<file path="config.mk">
export PLATFORM = sky130hd
export DESIGN_NAME = reg_file
export DESIGN_NICKNAME = d
export VERILOG_FILES = /design/src/rtl/riscv_pkg.sv /design/src/rtl/rf_read_port.sv /design/src/rtl/reg_file.sv
export SDC_FILE = /design/constraint.sdc
export NUM_CORES = 2
export LEC_CHECK = 0
export CELL_PAD_IN_SITES_DETAIL_PLACEMENT = 0
export CELL_PAD_IN_SITES_GLOBAL_PLACEMENT = 2
export CORE_MARGIN = 5
export CORE_UTILIZATION = 48
export DETAILED_ROUTE_END_ITERATION = 10
export HOLD_SLACK_MARGIN = 0.06
export MAX_ROUTING_LAYER = met4
export PLACE_DENSITY_LB_ADDON = 0.08
export SYNTH_ARGS = -nofsm -noshare
export SYNTH_HDL_FRONTEND = slang
export SYNTH_HIERARCHICAL = 1
export SYNTH_SLANG_ARGS = --single-unit
export TNS_END_PERCENT = 10
</file>
<file path="constraint.sdc">
create_clock -name clk -period 6.15 [get_ports clk]
set_input_delay 0.9225 -clock clk [delete_from_list [all_inputs] [get_ports clk]]
set_output_delay 0.9225 -clock clk [all_outputs]
set_load 0.02 [all_outputs]
</file>
<file path="src/rtl/riscv_pkg.sv">
// Shared RISC core constants: register-file geometry and ABI register names.
package riscv_pkg;

  localparam int XLEN       = 32;
  localparam int REG_ADDR_W = 5;

  localparam logic [REG_ADDR_W-1:0] REG_ZERO = 5'd0;
  localparam logic [REG_ADDR_W-1:0] REG_RA   = 5'd1;
  localparam logic [REG_ADDR_W-1:0] REG_SP   = 5'd2;
  localparam logic [REG_ADDR_W-1:0] REG_GP   = 5'd3;
  localparam logic [REG_ADDR_W-1:0] REG_TP   = 5'd4;
  localparam logic [REG_ADDR_W-1:0] REG_T0   = 5'd5;
  localparam logic [REG_ADDR_W-1:0] REG_T2   = 5'd7;
  localparam logic [REG_ADDR_W-1:0] REG_A0   = 5'd10;

endpackage

</file>
<file path="src/rtl/rf_read_port.sv">
// Combinational register-file read port: index mux, optional write bypass, x0 forced to zero.
// Zero latency, no backpressure; the x0 rule overrides the bypass.
module rf_read_port
  import riscv_pkg::*;
#(
  parameter int DATA_W   = XLEN,
  parameter int ADDR_W   = REG_ADDR_W,
  parameter int BYPASS   = 1,
  parameter int ZERO_REG = 1
) (
  input  logic [ADDR_W-1:0] i_rs,
  input  logic [DATA_W-1:0] i_regs [2**ADDR_W],
  input  logic              i_wr_en,
  input  logic [ADDR_W-1:0] i_rd,
  input  logic [DATA_W-1:0] i_wd,
  output logic [DATA_W-1:0] o_rdata
);

  always_comb begin
    o_rdata = i_regs[i_rs];
    if (BYPASS != 0 && i_wr_en && i_rd == i_rs) begin
      o_rdata = i_wd;
    end
    if (ZERO_REG != 0 && i_rs == '0) begin
      o_rdata = '0;
    end
  end

endmodule

</file>
<file path="src/rtl/reg_file.sv">
// Flop-based 2-read/1-write register file with async clear and a saturating commit counter.
// Reads are combinational, writes land on the rising edge; no backpressure.
module reg_file
  import riscv_pkg::*;
#(
  parameter int DATA_W   = XLEN,
  parameter int ADDR_W   = REG_ADDR_W,
  parameter int BYPASS   = 1,
  parameter int ZERO_REG = 1
) (
  input  logic              clk,
  input  logic              rst_n,
  input  logic              we,
  input  logic [ADDR_W-1:0] rd,
  input  logic [DATA_W-1:0] wd,
  input  logic [ADDR_W-1:0] rs1,
  input  logic [ADDR_W-1:0] rs2,
  output logic [DATA_W-1:0] rd1,
  output logic [DATA_W-1:0] rd2,
  output logic [7:0]        wr_cnt
);

  localparam int DEPTH = 2**ADDR_W;

  logic [DATA_W-1:0] r_regs [DEPTH];
  logic [7:0]        r_wr_cnt;
  logic              w_wr_commit;

  // Gated by rst_n so the bypass cannot leak write data while reset is held.
  assign w_wr_commit = rst_n && we && (ZERO_REG == 0 || rd != '0);

  always_ff @(posedge clk or negedge rst_n) begin
    if (!rst_n) begin
      for (int i = 0; i < DEPTH; i++) begin
        r_regs[i] <= '0;
      end
      r_wr_cnt <= '0;
    end else if (w_wr_commit) begin
      r_regs[rd] <= wd;
      if (r_wr_cnt != 8'hFF) begin
        r_wr_cnt <= r_wr_cnt + 8'd1;
      end
    end
  end

  rf_read_port #(
    .DATA_W  (DATA_W),
    .ADDR_W  (ADDR_W),
    .BYPASS  (BYPASS),
    .ZERO_REG(ZERO_REG)
  ) u_port1 (
    .i_rs   (rs1),
    .i_regs (r_regs),
    .i_wr_en(w_wr_commit),
    .i_rd   (rd),
    .i_wd   (wd),
    .o_rdata(rd1)
  );

  rf_read_port #(
    .DATA_W  (DATA_W),
    .ADDR_W  (ADDR_W),
    .BYPASS  (BYPASS),
    .ZERO_REG(ZERO_REG)
  ) u_port2 (
    .i_rs   (rs2),
    .i_regs (r_regs),
    .i_wr_en(w_wr_commit),
    .i_rd   (rd),
    .i_wd   (wd),
    .o_rdata(rd2)
  );

  assign wr_cnt = r_wr_cnt;

endmodule
</file>
==> impl_metrics.prom <==
# TYPE chip_impl_metric gauge
chip_impl_info{name="status",value="complete, but fails checks"} 1
chip_impl_info{name="violations",value="max-capacitance violations, max-slew violations"} 1
chip_impl_metric{name="num_vias",unit=""} 38470
chip_impl_metric{name="synth_fa_ha_area_share",unit="%"} 0.02206
chip_impl_info{name="grt_setup_unrepaired",value="false"} 1
chip_impl_metric{name="synth_compound_area_share",unit="%"} 6.476
chip_impl_metric{name="final-max-slew-violation-count",unit=""} 2
chip_impl_metric{name="muxShareOfSynthArea",unit="%"} 39.69
chip_impl_metric{name="pre_cts_ws",unit="ns"} 0.5936
chip_impl_metric{name="synthesis.instances",unit=""} 4028
chip_impl_info{name="ys_dominant_reg_cell",value="dfrtp_1"} 1
chip_impl_metric{name="synth_seq_area_share",unit="%"} 45.54
chip_impl_metric{name="fp.coreArea",unit="um^2"} 117800
chip_impl_metric{name="clkTransAtPathRegs",unit="ns"} 0.06
chip_impl_metric{name="cap_violations",unit=""} 1
chip_impl_metric{name="grt_first_pass_wirelength",unit="mm"} 287.7
chip_impl_metric{name="synth_seq_cells",unit=""} 1032
chip_impl_metric{name="fmax",unit="MHz"} 175.6
chip_impl_metric{name="ff2ff_path_depth",unit=""} 5
chip_impl_metric{name="critical_path.max_fanout",unit=""} 12
chip_impl_metric{name="cts.hold.buffers_added",unit=""} 0
chip_impl_metric{name="drt_total_wl",unit="mm"} 196.7
chip_impl_metric{name="setup_violations",unit=""} 0
chip_impl_info{name="synth_top_family_by_area",value="multiplexers"} 1
chip_impl_metric{name="report.final.hold_viol_count",unit=""} 0
chip_impl_metric{name="worstSkewPairLatency",unit="ns"} 0.70
chip_impl_info{name="hold_removal_path_class",value="in -> async"} 1
chip_impl_metric{name="synth_xor_area_share",unit="%"} 0.2008
chip_impl_metric{name="layout_min_cycle_time",unit="ns"} 5.694
chip_impl_metric{name="mapped_avg_cell_area",unit="um^2"} 14.08
chip_impl_metric{name="cts_max_level",unit=""} 3
chip_impl_metric{name="synth_cell_types",unit=""} 69
chip_impl_metric{name="synth_simple_gate_area_share",unit="%"} 3.241
chip_impl_metric{name="grt_pass1_vias",unit=""} 40520
chip_impl_metric{name="power-per-cell-area",unit="nW/um^2"} 304.9
chip_impl_metric{name="max_slew.worst_pin.slew",unit="ns"} 1.568
chip_impl_info{name="most-common-layout-cells",value="1,032 x dfrtp_1, 998 x mux2_2, 330 x mux4_2"} 1
chip_impl_metric{name="number_of_detailed_routing_iterations_run_before_antenna_repair",unit=""} 6
chip_impl_info{name="leading_cell_type_in_the_layout_fill_and_taps_excluded",value="dfrtp_1"} 1
chip_impl_metric{name="design.portCount",unit=""} 122
chip_impl_metric{name="numPortBuffers",unit=""} 121
chip_impl_metric{name="postCtsResizedCells",unit=""} 0
chip_impl_metric{name="globalRouteTotalUtil",unit="%"} 32.04
chip_impl_info{name="tritoncts",value="done"} 1
chip_impl_metric{name="synth_edf_count",unit=""} 0
chip_impl_metric{name="setup_tns",unit="ns"} 0
chip_impl_metric{name="postLayoutSetupSlackWorst",unit="ns"} 0.4560
chip_impl_metric{name="routabilityCongestion",unit=""} 0.9134
chip_impl_metric{name="detailed_place_hpwl",unit="mm"} 124.2
chip_impl_metric{name="ys.warnings.count",unit=""} 6
chip_impl_metric{name="grt_start_max_net_pins",unit=""} 173
chip_impl_metric{name="timing.max_slew.rel_slack",unit="%"} -7.206
chip_impl_metric{name="place_area",unit="um^2"} 58830
chip_impl_metric{name="drt_iter0_markers",unit=""} 3483
chip_impl_metric{name="postSynthNetCount",unit=""} 4079
chip_impl_metric{name="mappedNetlistArea",unit="um^2"} 56710
chip_impl_metric{name="grt_antenna_before_repair",unit=""} 4
chip_impl_metric{name="drcViolationCount",unit=""} 0
chip_impl_metric{name="areaGrowthSynthToFinish",unit="%"} 11.05
chip_impl_metric{name="std_cell_rows",unit=""} 126
chip_impl_metric{name="grt.overflow.total",unit=""} 0
chip_impl_metric{name="detail-route-antenna-nets",unit=""} 0
chip_impl_metric{name="nets",unit=""} 4058
chip_impl_info{name="clock-root-buffer",value="clkbuf_16"} 1
chip_impl_metric{name="cts_inserted_buffers",unit=""} 119
chip_impl_metric{name="synth-async-reset-ratio",unit="%"} 100.0
chip_impl_metric{name="route.detailed.wl_per_inst",unit="um"} 34.86
chip_impl_metric{name="die_x",unit="um"} 353.7
chip_impl_metric{name="detail_route.vias_per_cell",unit=""} 6.817
chip_impl_metric{name="cts_buffer_depth",unit=""} 3
chip_impl_metric{name="post-cts-setup-buffers",unit=""} 0
chip_impl_metric{name="worst_ep_required_time",unit="ns"} 5.23
chip_impl_metric{name="final_design_instance_area_without_fill",unit="um^2"} 62980
chip_impl_metric{name="chipHeight",unit="um"} 353.7
chip_impl_metric{name="final.setup_skew",unit="ns"} 0.0002498
chip_impl_metric{name="start_util",unit="%"} 48.15
chip_impl_info{name="path_class",value="in -> out"} 1
chip_impl_metric{name="rrSetupSlack",unit="ns"} 4.54
chip_impl_metric{name="arrival",unit="ns"} 4.77
chip_impl_metric{name="drive_gt1_share",unit="%"} 43.33
chip_impl_metric{name="ir_drop",unit="mV"} 0.3086
chip_impl_info{name="cp_launch_type",value="primary input"} 1
chip_impl_info{name="timing.critical_path.to_type",value="primary output"} 1
chip_impl_metric{name="final.period_utilization",unit="%"} 92.59
chip_impl_metric{name="die-area",unit="um^2"} 125100
chip_impl_metric{name="clock_sinks",unit=""} 1032
chip_impl_metric{name="leakage_power",unit="nW"} 28.20
critical path: stages:
cell	delay, ns
clkdlybuf4s50_1	0.83
nor3_1	0.25
a21oi_1	0.64
and3_1	0.87
nor3_1	0.12
buf_4	0.21
a221o_1	0.36
clkdlybuf4s50_1	0.56
power by group:
part | total [W] | switching, W | internal [W]
registers | 0.00834 | 0.000660 | 0.00768
clock network | 0.00745 | 0.00299 | 0.00445
logic | 0.00341 | 0.00163 | 0.00178
flip-flops by register name (all words and copies together), names as in the netlist:
register / cells
r_regs: 1024
wr_cnt: 8
synthesized netlist by cell type (16+ instances only):
master       n  area share, %
nor4_1      18           0.20
buf_4       34           0.45
clkbuf_1   194            1.3
mux2i_1    312            5.5
a221o_1     26           0.46
buf_12      20           0.71
buf_8       16           0.42
a221oi_1    78            1.2
a211oi_1    24           0.32
buf_6       36           0.71
o21ai_0     68           0.60
nor2_1      33           0.22
nor2b_1     22           0.24
nand3_1     33           0.29
nor3_1      49           0.43
nand2b_1    16           0.18
mux4_2     330             13
a22oi_1     66           0.87
nand2_1    100           0.66
buf_2      126            1.1
mux2_1      26           0.52
mux2_2     998             20
o22ai_1     34           0.38
o21ai_1     16           0.14
a21oi_1     84           0.74
dfrtp_1   1032             46
mux4_1      16           0.74
and4_1      19           0.29
kinds of logic (layout without fill, tap and decap cells):
group                      Yosys count  in the layout
xor gates and xnor gates            13             13
other                                0              4
AOI/OAI and AO/OA                  508            508
muxes                             1682           1682
DFF                               1032           1032
buffers and inverters              447            522
and+or+nand+nor                    345            345
adders and majority gates            1              1
routing by layer:
metal | vias to the layer above | part of all wire (%) | global-route usage (%)
met1 | 20780 | 41 | 42.34
met2 | 1717 | 47 | 50.03
met5 | - | 0 | -
li1 | 15530 | - | -
met4 | 0 | 4.2 | 11.58
met3 | 437 | 7.4 | 5.934
final cells by class:
type                       instances  area [um^2]
antenna                            4        10.01
sequential                      1032        25820
tap                             1536         1922
fill                            9639        54790
clock buffer                     170         3511
clock inverter                    47        620.6
timing repair buffer             298         2768
multi-input combinational       2549        28290
inverter                           7        26.28
path summary, 6_finish.rpt:
| kind | start | end |
|---|---|---|
| min in group clk | r_regs[1015]$_DFFE_PN0P_ | r_regs[1015]$_DFFE_PN0P_ |
| min reg2reg | r_regs[1015]$_DFFE_PN0P_ | r_regs[1015]$_DFFE_PN0P_ |
| max in group asynchronous | rst_n | r_regs[393]$_DFFE_PN0P_ |
| min | rst_n | r_regs[979]$_DFFE_PN0P_ |
| max | rd[3] | rd2[28] |
| max reg2reg | wr_cnt[0]$_DFFE_PN0P_ | wr_cnt[1]$_DFFE_PN0P_ |
metrics by stage:
stage | total power, W | hold WS (ns) | cells | util (%)
after global placement | 0.01163 | 0.3763 | 5422 | 49.95
final | 0.01920 | 0.1357 | 5643 | 53.48
after CTS | 0.01933 | 0.1146 | 5639 | 53.47
after global routing | 0.01991 | 0.1453 | 5641 | 53.47
after floorplan | 0.01061 | 0.4413 | 4028 | -
after detailed placement | 0.01184 | 0.3836 | 5422 | 49.96
No activity file was read; power rests on OpenSTA's default activity.
